<file path="config.mk">
export PLATFORM = sky130hd
export DESIGN_NAME = dmem_controller_flat
export DESIGN_NICKNAME = d
export VERILOG_FILES = /design/src/rtl/dmem_pkg.sv /design/src/rtl/dmem_controller_if.sv /design/src/rtl/dmem_lane_align.sv /design/src/rtl/dmem_controller.sv /design/src/flat_wrapper.sv
export SDC_FILE = /design/constraint.sdc
export NUM_CORES = 1
export LEC_CHECK = 0
export CORE_MARGIN = 3
export CORE_UTILIZATION = 24
export DETAILED_ROUTE_END_ITERATION = 10
export PLACE_DENSITY_LB_ADDON = 0.3
export SKIP_LAST_GASP = 1
export SYNTH_ARGS = -nofsm -noshare
export SYNTH_HDL_FRONTEND = slang
export SYNTH_SLANG_ARGS = --single-unit
export TNS_END_PERCENT = 10
</file>
<file path="constraint.sdc">
create_clock -name clk -period 1.99 [get_ports clk]
set_input_delay 0.398 -clock clk [delete_from_list [all_inputs] [get_ports clk]]
set_output_delay 0.398 -clock clk [all_outputs]
set_load 0.01 [all_outputs]
</file>
<file path="src/rtl/dmem_pkg.sv">
// Shared types and constants for the data-memory load/store unit.
// Optional sub-word support is selected with the DMEM_SUBWORD_EN macro.
package dmem_pkg;

  // Controller sequencing states; RMW states exist only with sub-word support.
  typedef enum logic [2:0] {
    StIdle,
    StRdWait,
    StRdData,
    StWr,
`ifdef DMEM_SUBWORD_EN
    StRmwWait,
    StRmwData,
    StRmwWr,
`endif
    StResp
  } state_e;

  // RV32I load/store funct3 encodings.
  localparam logic [2:0] F3_B  = 3'd0;
  localparam logic [2:0] F3_H  = 3'd1;
  localparam logic [2:0] F3_W  = 3'd2;
  localparam logic [2:0] F3_BU = 3'd4;
  localparam logic [2:0] F3_HU = 3'd5;

  // Access size as encoded in funct3[1:0].
  localparam logic [1:0] SIZE_H = 2'b01;
  localparam logic [1:0] SIZE_W = 2'b10;

  // Byte lanes within a word, and the offset bit selecting the upper halfword.
  localparam logic [1:0] OFF_B0 = 2'd0;
  localparam logic [1:0] OFF_B1 = 2'd1;
  localparam logic [1:0] OFF_B2 = 2'd2;
  localparam logic [1:0] OFF_B3 = 2'd3;
  localparam int unsigned HALF_SEL_BIT = 1;

  // True when the access size implied by funct3 does not fit the byte offset.
  function automatic logic misaligned(input logic [2:0] funct3, input logic [1:0] offset);
    return ((funct3[1:0] == SIZE_H) && offset[0]) ||
           ((funct3[1:0] == SIZE_W) && (offset != OFF_B0));
  endfunction

endpackage

</file>
<file path="src/rtl/dmem_controller_if.sv">
// Core-request / response and RAM-port bundle of the load/store unit.
// slave: controller view; master: core plus RAM environment view.
interface dmem_controller_if #(
  parameter int unsigned ADDR_W = 9
);
  logic              req_read;
  logic              req_write;
  logic [31:0]       req_addr;
  logic [31:0]       req_wdata;
  logic [2:0]        req_funct3;
  logic              req_ready;
  logic              resp_valid;
  logic [31:0]       resp_rdata;
  logic              resp_err;
  logic              ram_we;
  logic [ADDR_W-1:0] ram_addr;
  logic [31:0]       ram_din;
  logic [31:0]       ram_dout;

  modport slave (
    input  req_read, req_write, req_addr, req_wdata, req_funct3, ram_dout,
    output req_ready, resp_valid, resp_rdata, resp_err, ram_we, ram_addr, ram_din
  );

  modport master (
    output req_read, req_write, req_addr, req_wdata, req_funct3, ram_dout,
    input  req_ready, resp_valid, resp_rdata, resp_err, ram_we, ram_addr, ram_din
  );
endinterface

</file>
<file path="src/rtl/dmem_lane_align.sv">
// Combinational load extract/extend and sub-word store merge.
// Sub-word handling is built only with DMEM_SUBWORD_EN; otherwise pure word pass-through.
module dmem_lane_align
  import dmem_pkg::*;
(
  input  logic [2:0]  funct3_i,
  input  logic [1:0]  offset_i,
  input  logic [31:0] rdata_i,
  input  logic [31:0] wdata_i,
  output logic [31:0] load_data_o,
  output logic [31:0] merge_data_o
);

`ifdef DMEM_SUBWORD_EN
  logic [7:0]  byte_sel;
  logic [15:0] half_sel;

  // Pick the addressed byte and halfword out of the RAM word.
  always_comb begin
    byte_sel = rdata_i[7:0];
    unique case (offset_i)
      OFF_B0: byte_sel = rdata_i[7:0];
      OFF_B1: byte_sel = rdata_i[15:8];
      OFF_B2: byte_sel = rdata_i[23:16];
      OFF_B3: byte_sel = rdata_i[31:24];
    endcase
    half_sel = offset_i[HALF_SEL_BIT] ? rdata_i[31:16] : rdata_i[15:0];
  end

  // Sign- or zero-extend the selected lane according to funct3.
  always_comb begin
    load_data_o = rdata_i;
    case (funct3_i)
      F3_B:    load_data_o = {{24{byte_sel[7]}}, byte_sel};
      F3_BU:   load_data_o = {24'h0, byte_sel};
      F3_H:    load_data_o = {{16{half_sel[15]}}, half_sel};
      F3_HU:   load_data_o = {16'h0, half_sel};
      default: load_data_o = rdata_i;
    endcase
  end

  // Overlay the store lane(s) onto the word read back from RAM.
  always_comb begin
    merge_data_o = rdata_i;
    case (funct3_i)
      F3_B: begin
        unique case (offset_i)
          OFF_B0: merge_data_o[7:0]   = wdata_i[7:0];
          OFF_B1: merge_data_o[15:8]  = wdata_i[7:0];
          OFF_B2: merge_data_o[23:16] = wdata_i[7:0];
          OFF_B3: merge_data_o[31:24] = wdata_i[7:0];
        endcase
      end
      F3_H: begin
        if (offset_i[HALF_SEL_BIT]) merge_data_o[31:16] = wdata_i[15:0];
        else                        merge_data_o[15:0]  = wdata_i[15:0];
      end
      default: merge_data_o = wdata_i;
    endcase
  end
`else
  logic unused_sel;

  assign load_data_o  = rdata_i;
  assign merge_data_o = wdata_i;
  assign unused_sel   = ^{funct3_i, offset_i};
`endif

endmodule

</file>
<file path="src/rtl/dmem_controller.sv">
// Load/store unit between the core data port and a synchronous word RAM.
// Define DMEM_SUBWORD_EN for byte/halfword accesses (RMW stores, misalignment errors).
module dmem_controller
  import dmem_pkg::*;
#(
  parameter int unsigned ADDR_W = 9,
  parameter int unsigned DATA_W = 32
) (
  input logic              clk,
  input logic              rst,
  dmem_controller_if.slave bus
);

  state_e              state_q;
  logic [2:0]          funct3_q;
  logic [1:0]          offset_q;
  logic [DATA_W-1:0]   wdata_q;
  logic                resp_valid_q;
  logic [DATA_W-1:0]   resp_rdata_q;
  logic                resp_err_q;
  logic                ram_we_q;
  logic [ADDR_W-1:0]   ram_addr_q;
  logic [DATA_W-1:0]   ram_din_q;

  logic                accept;
  logic                req_err;
  logic [31:0]         load_data;
  logic [31:0]         merge_data;

  dmem_lane_align u_lane_align (
    .funct3_i     (funct3_q),
    .offset_i     (offset_q),
    .rdata_i      (bus.ram_dout),
    .wdata_i      (wdata_q),
    .load_data_o  (load_data),
    .merge_data_o (merge_data)
  );

`ifdef DMEM_SUBWORD_EN
  logic legal;
`endif

  // Decode the incoming request: acceptance and error classification.
  always_comb begin
    accept = (state_q == StIdle) && (bus.req_read || bus.req_write);
`ifdef DMEM_SUBWORD_EN
    // A simultaneous read+write is handled as a read, so read legality applies.
    if (bus.req_read) legal = bus.req_funct3 inside {F3_B, F3_H, F3_W, F3_BU, F3_HU};
    else              legal = bus.req_funct3 inside {F3_B, F3_H, F3_W};
    req_err = !legal || misaligned(bus.req_funct3, bus.req_addr[1:0]);
`else
    req_err = 1'b0;
`endif
  end

  // Sequencing FSM with registered response and RAM-port outputs.
  always_ff @(posedge clk or negedge rst) begin
    if (!rst) begin
      state_q      <= StIdle;
      funct3_q     <= '0;
      offset_q     <= '0;
      wdata_q      <= '0;
      resp_valid_q <= 1'b0;
      resp_rdata_q <= '0;
      resp_err_q   <= 1'b0;
      ram_we_q     <= 1'b0;
      ram_addr_q   <= '0;
      ram_din_q    <= '0;
    end else begin
      case (state_q)
        StIdle: begin
          if (accept) begin
            funct3_q <= bus.req_funct3;
            offset_q <= bus.req_addr[1:0];
            wdata_q  <= bus.req_wdata;
            if (req_err) begin
              // No RAM access on the error path.
              resp_valid_q <= 1'b1;
              resp_err_q   <= 1'b1;
              resp_rdata_q <= '0;
              state_q      <= StResp;
            end else begin
              ram_addr_q <= bus.req_addr[ADDR_W+1:2];
              if (bus.req_read) begin
                state_q <= StRdWait;
`ifdef DMEM_SUBWORD_EN
              end else if (bus.req_funct3 != F3_W) begin
                state_q <= StRmwWait;
`endif
              end else begin
                ram_we_q  <= 1'b1;
                ram_din_q <= bus.req_wdata;
                state_q   <= StWr;
              end
            end
          end
        end
        StRdWait: state_q <= StRdData;
        StRdData: begin
          resp_rdata_q <= load_data;
          resp_err_q   <= 1'b0;
          resp_valid_q <= 1'b1;
          state_q      <= StResp;
        end
        StWr: begin
          ram_we_q     <= 1'b0;
          resp_rdata_q <= '0;
          resp_err_q   <= 1'b0;
          resp_valid_q <= 1'b1;
          state_q      <= StResp;
        end
`ifdef DMEM_SUBWORD_EN
        StRmwWait: state_q <= StRmwData;
        StRmwData: begin
          ram_din_q <= merge_data;
          ram_we_q  <= 1'b1;
          state_q   <= StRmwWr;
        end
        StRmwWr: begin
          ram_we_q     <= 1'b0;
          resp_rdata_q <= '0;
          resp_err_q   <= 1'b0;
          resp_valid_q <= 1'b1;
          state_q      <= StResp;
        end
`endif
        StResp: begin
          resp_valid_q <= 1'b0;
          state_q      <= StIdle;
        end
        default: state_q <= StIdle;
      endcase
    end
  end

  assign bus.req_ready  = (state_q == StIdle);
  assign bus.resp_valid = resp_valid_q;
  assign bus.resp_rdata = resp_rdata_q;
  assign bus.ram_we     = ram_we_q;
  assign bus.ram_addr   = ram_addr_q;
  assign bus.ram_din    = ram_din_q;

  // Address bits above the RAM window wrap and are deliberately ignored.
  logic unused_addr;
  assign unused_addr = ^bus.req_addr[31:ADDR_W+2];

`ifdef DMEM_SUBWORD_EN
  assign bus.resp_err = resp_err_q;
`else
  assign bus.resp_err = 1'b0;
  logic unused_word_only;
  assign unused_word_only = ^{resp_err_q, merge_data};
`endif

endmodule

</file>
<file path="src/flat_wrapper.sv">
// flat-port wrapper written by rule: the top's interface ports become plain ports
module dmem_controller_flat import dmem_pkg::*;
#(
  parameter int unsigned ADDR_W = 9,
  parameter int unsigned DATA_W = 32
)
  (clk, rst, bus_req_read, bus_req_write, bus_req_addr, bus_req_wdata, bus_req_funct3, bus_ram_dout, bus_req_ready, bus_resp_valid, bus_resp_rdata, bus_resp_err, bus_ram_we, bus_ram_addr, bus_ram_din);
  dmem_controller_if #(.ADDR_W(ADDR_W)) bus_i ();
  input logic clk;
  input logic rst;
  input wire logic [$bits(bus_i.req_read)-1:0] bus_req_read;
  input wire logic [$bits(bus_i.req_write)-1:0] bus_req_write;
  input wire logic [$bits(bus_i.req_addr)-1:0] bus_req_addr;
  input wire logic [$bits(bus_i.req_wdata)-1:0] bus_req_wdata;
  input wire logic [$bits(bus_i.req_funct3)-1:0] bus_req_funct3;
  input wire logic [$bits(bus_i.ram_dout)-1:0] bus_ram_dout;
  output wire logic [$bits(bus_i.req_ready)-1:0] bus_req_ready;
  output wire logic [$bits(bus_i.resp_valid)-1:0] bus_resp_valid;
  output wire logic [$bits(bus_i.resp_rdata)-1:0] bus_resp_rdata;
  output wire logic [$bits(bus_i.resp_err)-1:0] bus_resp_err;
  output wire logic [$bits(bus_i.ram_we)-1:0] bus_ram_we;
  output wire logic [$bits(bus_i.ram_addr)-1:0] bus_ram_addr;
  output wire logic [$bits(bus_i.ram_din)-1:0] bus_ram_din;
  assign bus_i.req_read = bus_req_read;
  assign bus_i.req_write = bus_req_write;
  assign bus_i.req_addr = bus_req_addr;
  assign bus_i.req_wdata = bus_req_wdata;
  assign bus_i.req_funct3 = bus_req_funct3;
  assign bus_i.ram_dout = bus_ram_dout;
  assign bus_req_ready = bus_i.req_ready;
  assign bus_resp_valid = bus_i.resp_valid;
  assign bus_resp_rdata = bus_i.resp_rdata;
  assign bus_resp_err = bus_i.resp_err;
  assign bus_ram_we = bus_i.ram_we;
  assign bus_ram_addr = bus_i.ram_addr;
  assign bus_ram_din = bus_i.ram_din;
  dmem_controller #(.ADDR_W(ADDR_W), .DATA_W(DATA_W)) u_core (.clk(clk), .rst(rst), .bus(bus_i));
endmodule
</file>
### Word-level counts from Yosys, hierarchy flattened

Index checks and enable logic that the tools add are counted.

| operators by class | value |
|---|---|
| equal/unequal tests | 6 |
| mux-type cells | 8 |
| bitwise logic cells | 1 |
| reductions and logical operators | 10 |

Operator list:

| kind | number |
|---|---|
| case mux 32 bit (2 select lines) | 1 |
| case mux 3 bit (3 select lines) | 1 |
| == test 3 x 2 -> 1 bit (second input constant) | 2 |
| AND reduction 3 bit | 2 |
| nonzero test 2 bit | 3 |
| case mux 1 bit (2 select lines) | 2 |
| == test 3 x 1 -> 1 bit (second input constant) | 1 |
| == test 3 bit (second input constant) | 1 |
| zero test 3 bit | 1 |
| two-way mux 3 bit | 1 |
| two-way mux 1 bit | 2 |
| two-way mux 2 bit | 1 |
| inequality test 2 x 1 -> 1 bit (second input constant) | 1 |
| inequality test 2 bit (second input constant) | 1 |
| AND reduction 2 bit | 1 |
| OR reduction 2 bit | 1 |
| logical AND 1 bit | 1 |
| logical OR 1 bit | 1 |
| inverter 1 bit | 1 |

| word-level totals | value |
|---|---|
| register bits after elaboration | 78 |
| output and inout bits | 77 |
| logic and storage cells | 31 |

### Depth between registers and ports, before layout

Gate-level depths: netlist (run 1).

| depth | value |
|---|---|
| word-level depth | 4 |
| gate-level depth with buffers | 5 |

### Modules after synthesis

From an unflattened synthesis (run 1), not the netlist that was laid out.

| second synthesis, totals | value |
|---|---|
| cell total of the unflattened synthesis | 388 |
| area total of the unflattened synthesis | 5107.4 um^2 |

Modules (own cells, without submodules):

| module | times used | cells an instance | area each (um^2) | sequential area each (um^2) |
|---|---|---|---|---|
| dmem_controller | 1 | 324 | 4626.9 | 2877.8 |
| dmem_lane_align | 1 | 64 | 480.5 | 0.0 |

### Least setup slack after synthesis (run 1)

No wires, ideal clock.

| timing path | value |
|---|---|
| path type | register to register |
| start | register u_core.state_q[0] |
| end | register u_core.ram_addr_q[0] (netlist: u_core.bus.ram_addr[0]) |
| setup time | 0.125 ns |
| data arrival time | 1.366 ns |
| data required time | 1.865 ns |
| slack | 0.499 ns |
| stages on the path, launching flop included | 6 |
| path buffers | 2 |
| cells stage by stage | dfrtp_1 -> buf_6 -> nor3_4 -> o21a_1 -> buf_4 -> mux2_2 |

| on the way | value |
|---|---|
| word-level cells in the longest chain between the ends | 3 |

RTL lines:

| element | RTL line | RTL |
|---|---|---|
| start, declared | dmem_controller.sv:14 | `state_e state_q;` |
| start signal, assigned | dmem_controller.sv:59 | `state_q <= StIdle;` |
| start signal, assigned | dmem_controller.sv:81 | `state_q <= StResp;` |
| start signal, assigned | dmem_controller.sv:85 | `state_q <= StRdWait;` |
| zero test 3 bit * | n/a |  |
| via bus_req_ready | flat_wrapper.sv:17 | `output wire logic [$bits(bus_i.req_ready)-1:0] bus_req_ready;` |
| logical AND 1 bit | dmem_controller.sv:45 | `accept = (state_q == StIdle) && (bus.req_read \|\| bus.req_write);` |
| AND reduction 2 bit (no source line) * | n/a |  |
| end signal, assigned | dmem_controller.sv:83 | `ram_addr_q <= bus.req_addr[ADDR_W+1:2];` |
| end, declared | dmem_controller.sv:22 | `logic [ADDR_W-1:0] ram_addr_q;` |

Mark *: on every way through the listed nets, which the timed path passes. The rest lies on a longest branch.
A chain may end at the register's enable or synchronous reset.

### Final worst setup path (run 1)

| timing path | value |
|---|---|
| start | register u_core.state_q[2] |
| end | output port bus_req_ready |

| on the way | value |
|---|---|
| word-level cells in the longest chain between the ends | 1 |

RTL lines:

| element | RTL line | RTL |
|---|---|---|
| zero test 3 bit | dmem_controller.sv:136 | `assign bus.req_ready = (state_q == StIdle);` |
| end, declared | flat_wrapper.sv:17 |  |

Every way passes these cells.

==> flow_results.org, run 1 <==
** Power
- The share of total power dissipated in sequential elements is 0.342.
- Comb power frac :: 0.454
- Leakage power figure :: 2.30 nW
- Of the total power, the share spent switching nets is 0.300.
- Of the total power, the clock network draws 0.204.
- Switching power summed over all nets :: 2.42 mW
- The worst-case IR drop observed on VDD is 0.000588 V.
- Internal power of the cells :: 5.65 mW
- Dividing total power by cell area gives a power density of 1550 mW/mm^2.

** Worst hold path
- The min-delay analysis places its worst path in the category flop to flop.
- Hold depth :: 2

** Finish
- Area growth from synthesis to layout :: 63.5%
- After routing the design area is 0.00522 sq mm.
- Filler Cells Inserted :: 1269
- After the last flow step, the layout net total stands at 502.
- Fraction of final layout cells with drive strength greater than 1 :: 0.163
- For this run, the share of the core covered by cells in the final layout is 0.407.
- Antenna fix cells :: 0
- Non-filler cells in the finished layout :: 576

** Timing
- Final period util :: 0.870
- For the final database, setup skew stands at 0.00316 ns.
- Final count of hold timing violations :: 0
- Setup violations remaining at the end of the flow were counted as 0.
- RSZ-0062 raised after global routing :: no
- Fmax :: 577 MHz
- Fin crit period :: 1.73 ns
- Setup TNS after final layout :: 0 ns
- Pins Over Slew Limit :: 0

** Yosys
- When the netlist entered floorplanning its net count stood at 348.
- Dominant cells by area after synthesis :: sky130_fd_sc_hd__dfrtp_1, sky130_fd_sc_hd__mux2_4, sky130_fd_sc_hd__nand2b_1
- Sequential element share of the synthesized area :: 0.612
- Gate count of the mapped netlist :: 245
- Synthesized area divided by synthesized cell count :: 13.0 sq um
- Area share of the largest cell type after synthesis :: 0.612
- Counting flops and latches in the post-synthesis netlist gives 78.
- The biggest area contributor in the post-synthesis netlist is sky130_fd_sc_hd__dfrtp_1.
- Total of warnings raised by yosys :: 0
- Synth unique cells :: 19
- Summing every instance area after synthesis gives 0.00319 sq mm.

** Clock network
- CTS root buf :: sky130_fd_sc_hd__clkbuf_16
- TritonCTS built the clock tree.
- Number of CTS-inserted buffers :: 9
- For the worst-skew pair, the clock arrives at the later sink with an insertion delay of 0.33 ns.
- Clock tree sinks :: 78
- The clock tree synthesis step divided the H-tree into 3 levels.
- Clock slew at reported path FFs :: 0.06 ns
- No sink is reached through more buffers than the 2 on the longest clock path.

** Detailed routing
- After detailed routing, the number of vias per cell comes to 4.03.
- Post-detailed-route count of antenna-violating nets :: 0
- Routed len/inst :: 13.7 um
- The final route contains 2319 vias.
- The first TritonRoute pass finished after 3 iterations.
- Number of remaining DRC errors :: 0
- Wires add up to 7860 um.
- The first routing iteration left 61 violations.

** Setup path
- Element type at the critical path end :: primary output
- The critical path is of the flop to primary output type.
- STA classifies the critical path startpoint as a flop.
- Of all nets on the critical path, the largest fanout is 4.
- Counting cells, the worst reg-to-reg path comes to 3.
- Endpoint arrival time on the critical path :: 1.33 ns
- Required time reported for the critical path endpoint :: 1.59 ns

** GRT
- The first global-routing pass estimated 13200 um of wire.
- In the global route stage, overall resource usage came out at 0.115.
- The number of global-route vias before repair was 2520.
- Global routing finished with a remaining overflow of 0.
- Number of antenna violations at the first check in global routing :: 0
- Pin count of the biggest net entering global routing :: 42

** Die
- The die is 121 um wide.
- Core ar. :: 0.0128 sq mm
- 180 I/O pins were placed.
- Number of placement rows :: 41
- The die covers 0.0147 sq mm.
- The initial utilization of the core area, before any placement, comes to 0.249.
- Vertical extent of the die :: 121 um

** Run status
- Outcome :: finished, final reports clean

** Place
- The wire-length estimate of the detail-placed layout is 5660 um.
- Quantity of I/O buffers inserted on ports :: 152
- Routability-driven placement finished with a final weighted congestion of 0.665.
- Cell area after placement :: 0.00491 sq mm
- Counting tap cells, the placed design contains a total of 559 instances.

** Run
- The tool flagged a number of max-cap violations equal to 0.
[critical path: stages (launching register included)]
cell                            delay, ns
sky130_fd_sc_hd__dfrtp_1             0.42
sky130_fd_sc_hd__nor3_4              0.26
sky130_fd_sc_hd__dlygate4sd2_1       0.32
[worst paths after layout]
path                       slack, ns                        end                       from
hold / removal                  0.48  u_core.bus.resp_rdata[30]  u_core.bus.resp_rdata[30]
setup reg to reg                0.39     u_core.bus.ram_addr[2]          u_core.state_q[2]
max in group asynchronous       0.86   u_core.bus.resp_rdata[5]                        rst
setup / recovery                0.26              bus_req_ready          u_core.state_q[2]
hold reg to reg                 0.48  u_core.bus.resp_rdata[30]  u_core.bus.resp_rdata[30]
min in group asynchronous       0.54  u_core.bus.resp_rdata[26]                        rst
[logic make-up after synthesis]
logic type | synth area share
flops | 0.612
mux | 0.180
buf+inv | 0.0333
simple gates | 0.115
compound gates | 0.0588
other cells | 0.00117
[flip-flops by register name, indices dropped and copies added (netlist names)]
name / flops
u_core.state_q: 3
u_core.bus.resp_rdata: 32
u_core.bus.ram_we: 1
u_core.bus.ram_din: 32
u_core.bus.resp_valid: 1
u_core.bus.ram_addr: 9
[cell type report]
type,instances,area [sq um],area share
timing repair buffer,159,1610,0.309
sequential,78,1950,0.374
inverter,1,3.75,0.000719
clock inverter,4,45.0,0.00863
clock buffer,12,256,0.0491
multi-input combinational,150,1140,0.218
tap,172,215,0.0412
[synthesized netlist by cell type]
| cell type | count |
|---|---|
| sky130_fd_sc_hd__clkbuf_1 | 6 |
| sky130_fd_sc_hd__nand2_2 | 1 |
| sky130_fd_sc_hd__nor3_1 | 1 |
| sky130_fd_sc_hd__conb_1 | 1 |
| sky130_fd_sc_hd__a21oi_1 | 3 |
| sky130_fd_sc_hd__o21a_1 | 1 |
| sky130_fd_sc_hd__nor2b_1 | 1 |
| sky130_fd_sc_hd__nand2_1 | 32 |
| sky130_fd_sc_hd__buf_2 | 4 |
| sky130_fd_sc_hd__inv_1 | 1 |
| sky130_fd_sc_hd__mux2_2 | 11 |
| sky130_fd_sc_hd__nor3_4 | 1 |
| sky130_fd_sc_hd__nand2b_1 | 33 |
| sky130_fd_sc_hd__nor2_1 | 2 |
| sky130_fd_sc_hd__o21ai_0 | 33 |
| sky130_fd_sc_hd__mux2_4 | 30 |
| sky130_fd_sc_hd__buf_6 | 4 |
| sky130_fd_sc_hd__buf_4 | 2 |
| sky130_fd_sc_hd__dfrtp_1 | 78 |
[metrics by stage]
step	power, mW	hold slack (ns)	setup slack (ns)
after floorplan	4.56	0.102	0.499
after global placement	6.47	0.359	0.161
after detailed placement	6.52	0.362	0.138
after CTS	8.24	0.484	0.224
after global routing	8.67	0.505	0.150
final	8.07	0.478	0.258
[power groups by stage]
| stage | Combinational (mW) | Sequential (mW) | Clock (mW) |
|---|---|---|---|
| after floorplan | 1.45 | 3.10 | 0 |
| after global routing | 4.01 | 2.88 | 1.78 |
| after detailed placement | 3.74 | 2.78 | 0 |
| after global placement | 3.72 | 2.76 | 0 |
| after CTS | 3.75 | 2.77 | 1.72 |
| final | 3.66 | 2.76 | 1.64 |
[routing by layer]
layer | global-route usage | up-vias | wire (um)
met2 | 0.179 | 80 | 3820
met4 | 0.0504 | 0 | 156
met1 | 0.141 | 1109 | 3290
met5 | 0 | - | 0
met3 | 0.0434 | 9 | 595
li1 | - | 1121 | -
[placed cells by master, fill, tap and decap left out]
cell / netlist / final
sky130_fd_sc_hd__clkbuf_1: 6 / 1
sky130_fd_sc_hd__a21oi_1: 3 / 3
sky130_fd_sc_hd__dfrtp_1: 78 / 78
sky130_fd_sc_hd__mux2_2: 11 / 11
sky130_fd_sc_hd__nor2_1: 2 / 2
sky130_fd_sc_hd__dlygate4sd3_1: 0 / 1
sky130_fd_sc_hd__nand2_2: 1 / 1
sky130_fd_sc_hd__nor2b_1: 1 / 1
sky130_fd_sc_hd__mux2_4: 30 / 30
sky130_fd_sc_hd__clkdlybuf4s50_1: 0 / 150
sky130_fd_sc_hd__nand2_1: 32 / 32
sky130_fd_sc_hd__o21ai_0: 33 / 33
sky130_fd_sc_hd__bufinv_16: 0 / 1
sky130_fd_sc_hd__buf_4: 2 / 4
sky130_fd_sc_hd__dlygate4sd2_1: 0 / 1
sky130_fd_sc_hd__o21a_1: 1 / 1
sky130_fd_sc_hd__conb_1: 1 / 1
sky130_fd_sc_hd__nor3_4: 1 / 1
sky130_fd_sc_hd__buf_12: 0 / 3
sky130_fd_sc_hd__nand2b_2: 0 / 1
sky130_fd_sc_hd__clkinv_2: 0 / 3
sky130_fd_sc_hd__nand2b_1: 33 / 32
sky130_fd_sc_hd__clkbuf_16: 0 / 9
sky130_fd_sc_hd__inv_1: 1 / 1
sky130_fd_sc_hd__nor3_1: 1 / 1
sky130_fd_sc_hd__clkbuf_8: 0 / 2
[what timing repair did]
action / in CTS / in global routing
setup buffers: 0 / 0
endpoints found under the setup margin: 1 / 0
hold buffers: 1 / 0
gates resized for setup: 1 / 0
hold endpoints to repair: 11 / 0
Power figures use the tool's default switching activity.
==> run 2, diff against run 1 <==
--- a/config.mk
+++ b/config.mk
@@ -9,6 +9,7 @@
 export CORE_UTILIZATION = 24
 export DETAILED_ROUTE_END_ITERATION = 10
 export PLACE_DENSITY_LB_ADDON = 0.3
+export SETUP_SLACK_MARGIN = 0.02
 export SKIP_LAST_GASP = 1
 export SYNTH_ARGS = -nofsm -noshare
 export SYNTH_HDL_FRONTEND = slang
==> results of run 2 <==
The final DEF is identical to that of run 1; final timing and power are the same.
==> run 3, diff against run 2 <==
--- a/config.mk
+++ b/config.mk
@@ -5,7 +5,7 @@
 export SDC_FILE = /design/constraint.sdc
 export NUM_CORES = 1
 export LEC_CHECK = 0
-export CORE_MARGIN = 3
+export CAP_MARGIN = 20
 export CORE_UTILIZATION = 24
 export DETAILED_ROUTE_END_ITERATION = 10
 export PLACE_DENSITY_LB_ADDON = 0.3
==> flow_results.org, run 3 (synthesis results as in run 1) <==
** Run status
- Outcome :: finished, final reports clean

** Place
- Worst slack at placement :: 0.136 ns
- Input and output buffers added on the ports amount to 152.
- Detailed placement ended at an HPWL of 5500 um.
- Routability congestion estimate :: 0.692

** Setup path
- In this run the critical register-to-register path is launched from u_core.state_q[2].
- For the worst setup path, the data required time is 2.21 ns.
- The worst setup path is launched from a flop.
- R2R depth :: 4
- The worst setup path is of the flop to flop kind.
- Endpoint arrival time on the critical path :: 1.95 ns
- Across all register-to-register paths, the minimum setup slack is 0.26 ns.
- The critical path starts at u_core.state_q[2].
- Along the worst path, the maximum fanout reaches 10.
- Last element of the critical path :: u_core.bus.ram_addr[3]
- R2r endpoint :: u_core.bus.ram_addr[3]
- Element type at the critical path end :: flop

** GRT
- Entering global routing, the biggest net connects 45 pins.
- Total overflow reported by the global router :: 0
- Global-route wire length before repair :: 12800 um
- Across every metal layer, demand over resource in global routing totals 0.120.
- Number of global-route vias before repair :: 2390
- Number of antenna violations at the first check in global routing :: 0

** Finish
- The repair_antennas step left the layout with diodes totalling 0.
- Leaving out fill and tap cells, the most frequent cell in the layout is sky130_fd_sc_hd__clkdlybuf4s50_1.
- In the final layout, the share of cells above drive strength 1 is 0.162.
- The top cell types in the final layout, fill and taps aside, are sky130_fd_sc_hd__clkdlybuf4s50_1, sky130_fd_sc_hd__dfrtp_1, sky130_fd_sc_hd__o21ai_0.
- Area growth from synthesis to layout :: 63.5%
- The final layout contains 502 nets.

** Clock network
- TritonCTS built the clock tree.
- The clock reaches the later pin of the worst-skew pair after 0.34 ns.
- Number of buffers between clock root and the deepest sink :: 2
- Clock tree sinks :: 78
- CTS placed an instance of sky130_fd_sc_hd__clkbuf_16 at the clock tree root.
- In this run, CTS created clock tree buffers numbering 9.
- Clock slew at reported path FFs :: 0.06 ns
- CTS built an H-tree with a depth of 3.
- In this run, post-CTS hold repair placed 0 buffers.

** Timing
- Fin crit period :: 1.73 ns
- The final number of max-transition violations was 0.
- Final worst setup slack :: 0.259 ns
- For the final routed database, the setup TNS stands at 0 ns.
- Final period util :: 0.870
- RSZ-0062 raised after global routing :: no
- Setup violations remaining at the end of the flow were counted as 0.
- Between clock sinks in the finished design, the worst skew comes to 0.00502 ns.
- Final count of hold timing violations :: 0
- Based on the critical path, the design can be clocked at up to 578 MHz.

** Detailed routing
- Number of remaining DRC errors :: 0
- Met2 Routed Length :: 3710 um
- Number of DRC markers in iteration 0 :: 81
- Via count :: 2297
- Final routed wirelength across all metal layers :: 7820 um
- Post-detailed-route count of antenna-violating nets :: 0
- The pre-antenna-repair detailed-routing pass consisted of 4 iterations.
- Via count normalized by instance count :: 4.00
- After detailed routing, the wire length on met1 is 3510 um.
- Highest metal layer used by the detailed router :: met4
- In the detailed route, the total length drawn on met3 is 469 um.
- Dividing the detail-routed wire length by the instance count gives 13.6 um.

** Die
- The die covers 0.0138 sq mm.
- Starting utilization of the core area :: 0.250
- Count of boundary I/O pins :: 180
- The die is 117 um wide.
- Core ar. :: 0.0128 sq mm
- The floorplan has 41 rows.
- The die is 117 um tall.

** Worst hold path
- Class of the worst hold path :: input port to asynchronous set/reset pin

** Power
- Worst voltage drop across the vdd grid :: 0.000512 V
- In this run the static leakage power is 2.30 nW.
- In this run the power density over the cells is 1570 mW/mm^2.

** Run
- Max capacitance violation total :: 0
==> run 3: report_power, final <==
group          internal, mW  leakage [nW]  switching, mW
logic                  2.30          1.20           1.41
clock network          1.08         0.148          0.633
registers              2.35         0.953          0.429
total                  5.73          2.30           2.47
==> run 3: how the worst min path moves through the flow <==
stage                     startpoint                   endpoint  slack (ns)
after floorplan                  rst     u_core.bus.ram_addr[0]        0.10
after global placement           rst  u_core.bus.resp_rdata[10]        0.40
after detailed placement         rst  u_core.bus.resp_rdata[10]        0.40
after CTS                        rst  u_core.bus.resp_rdata[18]        0.04
after global routing             rst  u_core.bus.resp_rdata[10]        0.06
final                            rst  u_core.bus.resp_rdata[10]        0.02
==> run 3: final cells by class <==
cell class                 instances  area (sq um)
fill                            1229          7560
sequential                        78          1950
timing repair buffer             159          1610
multi-input combinational        150          1140
clock buffer                      10           229
tap                              172           215
clock inverter                     4          73.8
inverter                           1          3.75
==> run 3: timing repair <==
action | 4_1_cts | 5_1_grt
setup endpoints to repair | 1 | 0
resized for setup | 1 | 0
hold endpoints to repair | 0 | 0
setup buffers | 0 | 0
==> run 3: worst max-delay path, cell delays in order, from the launching register on <==
cell,delay (ns)
sky130_fd_sc_hd__dfrtp_1,0.43
sky130_fd_sc_hd__nor3_4,0.21
sky130_fd_sc_hd__buf_4,0.15
sky130_fd_sc_hd__o21a_1,0.42
sky130_fd_sc_hd__mux2_2,0.39
==> run 3: per-stage QoR <==
step	std cells	cell area [sq um]	power [mW]	util	hold WS, ns
6_report	574	5220	8.20	0.408	0.0250
4_1_cts	574	5220	8.33	0.408	0.0368
3_5_place_dp	560	4920	6.57	0.385	0.396
2_1_floorplan	245	3190	4.56	-	0.102
5_1_grt	574	5220	8.71	0.408	0.0590
3_3_place_gp	560	4920	6.49	0.385	0.400
==> run 3: metal layers <==
metal,GRT usage,vias up
met2,0.183,81
li1,-,1110
met3,0.0384,10
met1,0.153,1096
met4,0.0560,0
met5,0,-
